File: src/rtl/rdyack_rr_arbiter.sv
// Round-robin arbiter that merges N rdy/ack sources onto one rdy/ack destination.
// A grant is held for up to BURST transfers; the payload mux is external.
module rdyack_rr_arbiter #(
    parameter int N     = 4,
    parameter int BURST = 1,
    parameter int IW    = $clog2(N)
) (
    input  logic          i_clk,
    input  logic          i_rst,
    input  logic [N-1:0]  src_rdys,
    output logic [N-1:0]  src_acks,
    output logic          dst_rdy,
    input  logic          dst_ack,
    output logic [N-1:0]  o_gnt_oh,
    output logic [IW-1:0] o_gnt_idx,
    output logic          o_busy
);

    localparam int CW = $clog2(BURST) + 1;
    localparam logic [N-1:0] ONE = N'(1);

    typedef enum logic {IDLE, BUSY} state_t;

    state_t          state;
    logic [IW-1:0]   ptr;
    logic [IW-1:0]   gnt_idx;
    logic [N-1:0]    gnt_oh;
    logic [CW-1:0]   cnt;

    logic            xfer;
    logic            release_now;
    logic [N-1:0]    cand;
    logic [IW-1:0]   nxt_idx;
    logic [IW-1:0]   pick_idle;
    logic [IW-1:0]   pick_rel;

    // First set bit of mask, scanning upward from start and wrapping at N-1.
    function automatic logic [IW-1:0] pick(input logic [N-1:0] mask, input logic [IW-1:0] start);
        logic [IW-1:0] sel;
        logic          found;
        int            idx;
        sel   = '0;
        found = 1'b0;
        for (int k = 0; k < N; k++) begin
            idx = (int'(start) + k) % N;
            if (!found && mask[IW'(idx)]) begin
                sel   = IW'(idx);
                found = 1'b1;
            end
        end
        return sel;
    endfunction

    // Handshake: a source raises rdy and holds it until it sees its ack; a transfer
    // happens in the cycle where dst_rdy && dst_ack, and the ack goes back the same cycle.
    always_comb begin
        dst_rdy     = (state == BUSY) && src_rdys[gnt_idx];
        xfer        = dst_rdy && dst_ack;
        src_acks    = gnt_oh & {N{xfer}};
        cand        = src_rdys & ~gnt_oh;
        nxt_idx     = IW'((int'(gnt_idx) + 1) % N);
        pick_idle   = pick(src_rdys, ptr);
        pick_rel    = pick(cand, nxt_idx);
        release_now = (xfer && (cnt == CW'(BURST - 1))) || !src_rdys[gnt_idx];
    end

    always_ff @(posedge i_clk) begin
        if (i_rst) begin
            state   <= IDLE;
            ptr     <= '0;
            cnt     <= '0;
            gnt_idx <= '0;
            gnt_oh  <= '0;
        end else begin
            case (state)
                IDLE: begin
                    if (|src_rdys) begin
                        gnt_idx <= pick_idle;
                        gnt_oh  <= ONE << pick_idle;
                        cnt     <= '0;
                        state   <= BUSY;
                    end
                end
                BUSY: begin
                    if (release_now) begin
                        ptr <= nxt_idx;
                        cnt <= '0;
                        // The outgoing grant is masked so its still-high rdy cannot re-win.
                        if (|cand) begin
                            gnt_idx <= pick_rel;
                            gnt_oh  <= ONE << pick_rel;
                        end else begin
                            gnt_idx <= '0;
                            gnt_oh  <= '0;
                            state   <= IDLE;
                        end
                    end else if (xfer) begin
                        cnt <= cnt + CW'(1);
                    end
                end
                default: state <= IDLE;
            endcase
        end
    end

    assign o_gnt_oh  = gnt_oh;
    assign o_gnt_idx = gnt_idx;
    assign o_busy    = (state == BUSY);

    a_acks_onehot0: assert property (@(posedge i_clk) disable iff (i_rst) $onehot0(src_acks));
    a_gnt_onehot0:  assert property (@(posedge i_clk) disable iff (i_rst) $onehot0(o_gnt_oh));
    a_rdy_busy:     assert property (@(posedge i_clk) disable iff (i_rst) dst_rdy |-> o_busy);
    // A granted source may only withdraw rdy once it has been acked in this grant.
    a_drop_legal:   assert property (@(posedge i_clk) disable iff (i_rst)
                                     (o_busy && !src_rdys[gnt_idx]) |-> (cnt != '0));

endmodule

File: config.mk
export PLATFORM = sky130hd
export DESIGN_NAME = rdyack_rr_arbiter
export DESIGN_NICKNAME = d
export VERILOG_FILES = /design/src/rtl/rdyack_rr_arbiter.sv
export SDC_FILE = /design/constraint.sdc
export NUM_CORES = 1
export LEC_CHECK = 0
export ABC_AREA = 1
export CORE_MARGIN = 10
export CORE_UTILIZATION = 47
export DETAILED_ROUTE_END_ITERATION = 16
export PLACE_DENSITY = 0.75
export SLEW_MARGIN = 20
export SYNTH_ARGS = -nofsm -noshare
export SYNTH_HDL_FRONTEND = slang
export SYNTH_SLANG_ARGS = --single-unit
File: constraint.sdc
create_clock -name i_clk -period 1.51 [get_ports i_clk]
set_input_delay 0.2265 -clock i_clk [delete_from_list [all_inputs] [get_ports i_clk]]
set_output_delay 0.2265 -clock i_clk [all_outputs]
set_load 0.02 [all_outputs]
-- After elaboration in Yosys (flattened, before gate mapping)
Cells that the tools add are included.
- latch bits: 0
- bits in writable memories: 0
- logic and storage cells: 110
- memories: 0
- bits in read-only memories: 0
- register bits: 10
- shift operators: 2
- equal/unequal tests: 3
- $lt $le $gt $ge: 9
- divide/modulo/power cells: 0
- add/subtract/negate cells: 8
- $mul: 0
- muxes and demuxes: 56
- bitwise logic cells: 5
- reductions and logical operators: 22
- operators with widths (kind ; number):
    $lt A2 B4 Y1 const B ; 8
    $mux W1 ; 29
    $mux W2 ; 11
    $bmux W1 S2 ; 9
    $mux W4 ; 3
    $logic_and A1 B1 Y1 ; 9
    $add A2 B2 Y2 const B ; 4
    $and A4 B4 Y4 ; 2
    $pmux W4 S2 ; 1
    $reduce_or A4 Y1 ; 2
    $shl A1 B2 Y4 const A ; 2
    $logic_not A1 Y1 ; 7
    $add A2 B1 Y2 const B ; 3
    $reduce_and A2 Y1 ; 3
    $not A4 Y4 ; 1
    $pmux W1 S2 ; 2
    $pmux W2 S2 ; 1
    $lt A2 B3 Y1 const B ; 1
    $ne A3 B1 Y1 const B ; 1
    $ne A2 B1 Y1 const B ; 1
    $ne A2 B2 Y1 const B ; 1
    $not A1 Y1 ; 2
    $add A1 B1 Y1 const B ; 1
    $logic_or A1 B1 Y1 ; 1

-- Longest topological paths before layout
- word-level depth: 19
- gate-level depth with buffers: 16
- depth with buffers taken out: 15

-- Worst setup path after synthesis
Ideal clock, no wire load.
- kind: flip-flop to output port
- start point: register gnt_idx[1], in the netlist o_gnt_idx[1]
- end point: output src_acks[0]
- stages on the path, launching flop included: 10
- slack: -0.279 ns
- data arrival time: 1.563 ns
- cells stage by stage: dfxtp_1 > buf_6 > inv_2 > a21oi_1 > o21ai_0 > nand2_1 > nand2_1 > inv_1 > nand2_1 > nor2_1
- cells in the longest elaborated chain, start to end: 5
- RTL lines (item ; RTL line ; text):
    start, declared ; 26 ; logic [IW-1:0] gnt_idx;
    start signal, assigned ; 78 ; gnt_idx <= pick_idle;
    start signal, assigned ; 90 ; gnt_idx <= pick_rel;
    $bmux W1 S2 ; 57 ; dst_rdy = (state == BUSY) && src_rdys[gnt_idx];
    $mux W1 (implied by the code) ; 57 ;
    $logic_and A1 B1 Y1 ; 57 ;
    named net dst_rdy ; 12 ; output logic dst_rdy,
    $logic_and A1 B1 Y1 ; 58 ; xfer = dst_rdy && dst_ack;
    $and A4 B4 Y4 ; 59 ; src_acks = gnt_oh & {N{xfer}};
    end, declared ; 11 ; output logic [N-1:0] src_acks,
The timed path passes the listed nets, and every way through them passes these cells. The select of a mux whose other input is x is not followed.

-- Worst setup path after layout
- start point: register gnt_idx[1], in the netlist o_gnt_idx[1]
- end point: output src_acks[0]
- cells in the longest elaborated chain, start to end: 5
- RTL lines (item ; RTL line):
    $bmux W1 S2 ; 57
    $mux W1 (implied by the code) ; 57
    $logic_and A1 B1 Y1 ; 57
    $logic_and A1 B1 Y1 ; 58
    $and A4 B4 Y4 ; 59
Every way passes these cells. The select of a mux whose other input is x is not followed.

==> results by group <==
Placed design
  – Inst Count DP: 272
  – GP Congestion: 0.903
  – # port buffers: 18
  – Post-DP HPWL: 2970 um
  – Dpl ws: -0.711 ns

Drt
  – Initial drt markers: 127
  – Post-DR wirelength/cell: 16.9 um
  – Via count: 1623
  – Metal-1 WL: 1830 um
  – Met3 wire length: 359 um
  – Detailed route wirelength on metal2: 2360 um
  – Antenna Violating Nets Remaining: 0
  – Final wirelength: 4740 um
  – Via/cell ratio: ~5.8
  – Drt drc: 0
  – 1st-pass router iterations: 4
  – Top sig layer: met4

Timing
  – Max-slew violation count: 0
  – Worst slew pin tran: 0.373 ns
  – Final hold slack: 0.477 ns
  – Final-report setup violation count: 12
  – Tmin final: 1.79 ns
  – Setup repair after global routing missed its margin: true
  – Rel. slew slack: 0.748
  – Clock Skew: 0.00792 ns
  – Final Hold Fails: 0
  – Period utilization: 1.19
  – Final setup margin: -0.283 ns
  – Maximum clock frequency: 0.558 GHz

Setup path
  – CP bufs+invs: 3
  – Top Family by Delay on Critical Path: simple AND/OR/NAND/NOR gates
  – Critical path origin: o_gnt_idx[1]$_SDFFE_PP0P_
  – Worst r2r src: o_gnt_idx[0]$_SDFFE_PP0P_
  – Critical path class: flop to output pin
  – Nature of the critical path endpoint: output pin
  – Critical-path top delay cell: dfxtp_4
  – Crit Path Max Fanout: 4
  – Startpoint type of the worst setup path: flop
  – Arr. time, crit path: about 1.6 ns
  – Req. time, crit path: 1.28 ns
  – Worst stage delay on the critical path: roughly 0.39 ns
  – Critical Path, Cell by Cell: inv_4 -> a21oi_1 -> o21ai_1 -> nand2_1 -> nand2_1 -> inv_2 -> nand2_4 -> nor2_4 -> buf_6
  – Most used cell, CP: nand2_1

Power and ir drop
  – Maximum VDD drop: between 1 and 1.5 mV
  – Leak pwr: 0.958 nW
  – Pwr Density: about 1400 nW/um2

Clock network
  – TritonCTS clock tree: built
  – Clock latency on the worst-skew pair: 0.28 ns
  – CTS Buffer Depth: 2
  – CTS HTree Levels: 1
  – Clock-pin slew on the worst setup and hold paths: 0.07 ns
  – Root Buffer: clkbuf_4
  – Hold buffers post-CTS: 0
  – CTS buffer count: 3
  – Clock tree sinks: 10

Floorplanning
  – Die footprint: about 4700 um2
  – Core Rows: 17
  – Top-level I/O count: 19
  – Die width: 68.5 um
  – Die Height: 68.5 um
  – Core area: 2230 um2
  – Initial Utilization: 0.495

Outcome
  – Violated checks: setup timing
  – Status: complete, but fails checks

Synth
  – Seq/Total Area, Yosys: 0.181
  – Synthesized netlist net count: 210
  – Synth cell types: 23
  – Mux contribution to synthesized area: 0
  – Simple-gate area share of the yosys netlist: 0.592
  – Post-synthesis compound-gate area fraction: 0.101
  – Syn_area_per_cell: 5.44 um2
  – Adder-Cell Fraction of Synth Area: 0
  – Synthesized cell area: roughly 1100 um2
  – Synth Area in XOR/XNOR: 0
  – Cells after synthesis: between 200 and 250
  – Yosys Warn Count: 0
  – Yosys reg bits: 10
  – Main combinational cell family by area after synthesis: simple AND/OR/NAND/NOR gates

Finish
  – Post-route insts no fill: 281
  – N_diodes: 0
  – # nets final: 261
  – Layout cells sized above 1: 0.494
  – Area grow syn2layout: 69.3%

GRT
  – Pin count of the biggest net entering global routing: 12
  – Gr ovfl total: 0
  – GRT Total Usage: 0.181
  – Initial antenna violation count: 0
  – Vias in the first global route: roughly 1500
  – First-pass GRT wire length: 6720 um

Flow run
  – Maxcap violations: 0

Hold path
  – Hold Crit Start: cnt$_SDFFE_PP0P_
  – Class of the worst hold path: flop to flop
-- per-stage QoR --
step | cell area (um2) | setup TNS (ns) | util | power, mW
2_1_floorplan | 1160 | -0.0100 | - | 1.45
4_1_cts | 1710 | -1.04 | 0.764 | 2.32
3_5_place_dp | 1540 | -6.92 | 0.690 | 1.93
6_report | 1870 | -2.42 | 0.838 | 2.69
5_1_grt | 1870 | -3.43 | 0.838 | 2.87
3_3_place_gp | 1540 | -6.07 | 0.690 | 1.88
-- worst paths after layout --
path	to	slack (ns)	depth (start not counted)
setup / recovery	src_acks[0]	-0.28	9
hold / removal	cnt$_SDFFE_PP0P_	0.48	2
setup reg to reg	o_gnt_oh[1]$_SDFFE_PP0P_	-0.25	14
hold reg to reg	cnt$_SDFFE_PP0P_	0.48	2
-- final cells by class --
class	count	area (um2)
flip-flops and latches	10	218
inverters	27	125
well taps	28	35.0
clock buffers	4	36.3
fillers	144	363
multi-input cells	162	1020
repair buffers	50	440
-- repair_timing --
item                                    CTS  global route
gates cloned                              0             0
pin swaps                                22            27
buffers inserted                          3             2
resized for setup                        80            40
endpoints found under the setup margin   19            13
-- flip-flops by register name (all words and copies together) (netlist names) --
name / count
o_gnt_oh: 4
cnt: 1
ptr: 2
o_busy: 1
o_gnt_idx: 2
-- worst min-delay path: stages, from the launching register on --
cell and delay (ns):
dfxtp_1 0.33, nand2_1 0.07, a21oi_1 0.04
-- synth_stat cells, drive strengths merged --
cell	number	area [um2]
o311ai	1	8.76
nand4	6	37.5
dfxtp	10	200
nand3	23	130
or2	1	6.26
o22ai	2	12.5
nor2	26	136
o21ai	11	55.1
inv	26	100
nand2	85	344
a21oi	7	35.0
buf	4	35.0
clkinv	1	3.75
-- routing by layer --
layer | up-vias | track usage
li1 | 748 | -
met1 | 761 | 0.205
met2 | 92 | 0.333
met3 | 22 | 0.0359
met4 | 0 | 0.0503
met5 | - | 0
-- where the power goes --
part	switching [mW]	internal (mW)
clock	0.103	0.147
combinational	1.27	0.769
sequential	0.0680	0.333
-- cells in the final DEF, fill, tap and decap left out, types with 2 or more instances in the layout --
master,synthesis,routed
inv_2,6,4
nor2_2,0,4
clkbuf_4,0,3
nand3_2,3,11
clkdlybuf4s50_1,0,2
dfxtp_1,10,2
buf_4,1,27
o21ai_0,7,5
nand4_1,6,6
inv_4,1,2
dfxtp_2,0,5
nor2_4,3,8
nor2_1,22,13
o22ai_1,2,2
dlygate4sd2_1,0,10
o21ai_1,4,6
dfxtp_4,0,3
nand2_1,79,49
buf_6,2,8
nand3_4,0,4
a21oi_1,7,6
nand3_1,20,8
nand2_4,2,6
inv_1,19,18
nand2_2,4,29
-- cells by family (layout without fill, tap and decap cells) --
family / Yosys count / after routing
flip-flops: 10 / 10
AO/OA/AOI/OAI: 21 / 21
buffers and inverters: 31 / 81
AND/OR/NAND/NOR: 141 / 141
Note: power is estimated with default switching activity, not from simulation.
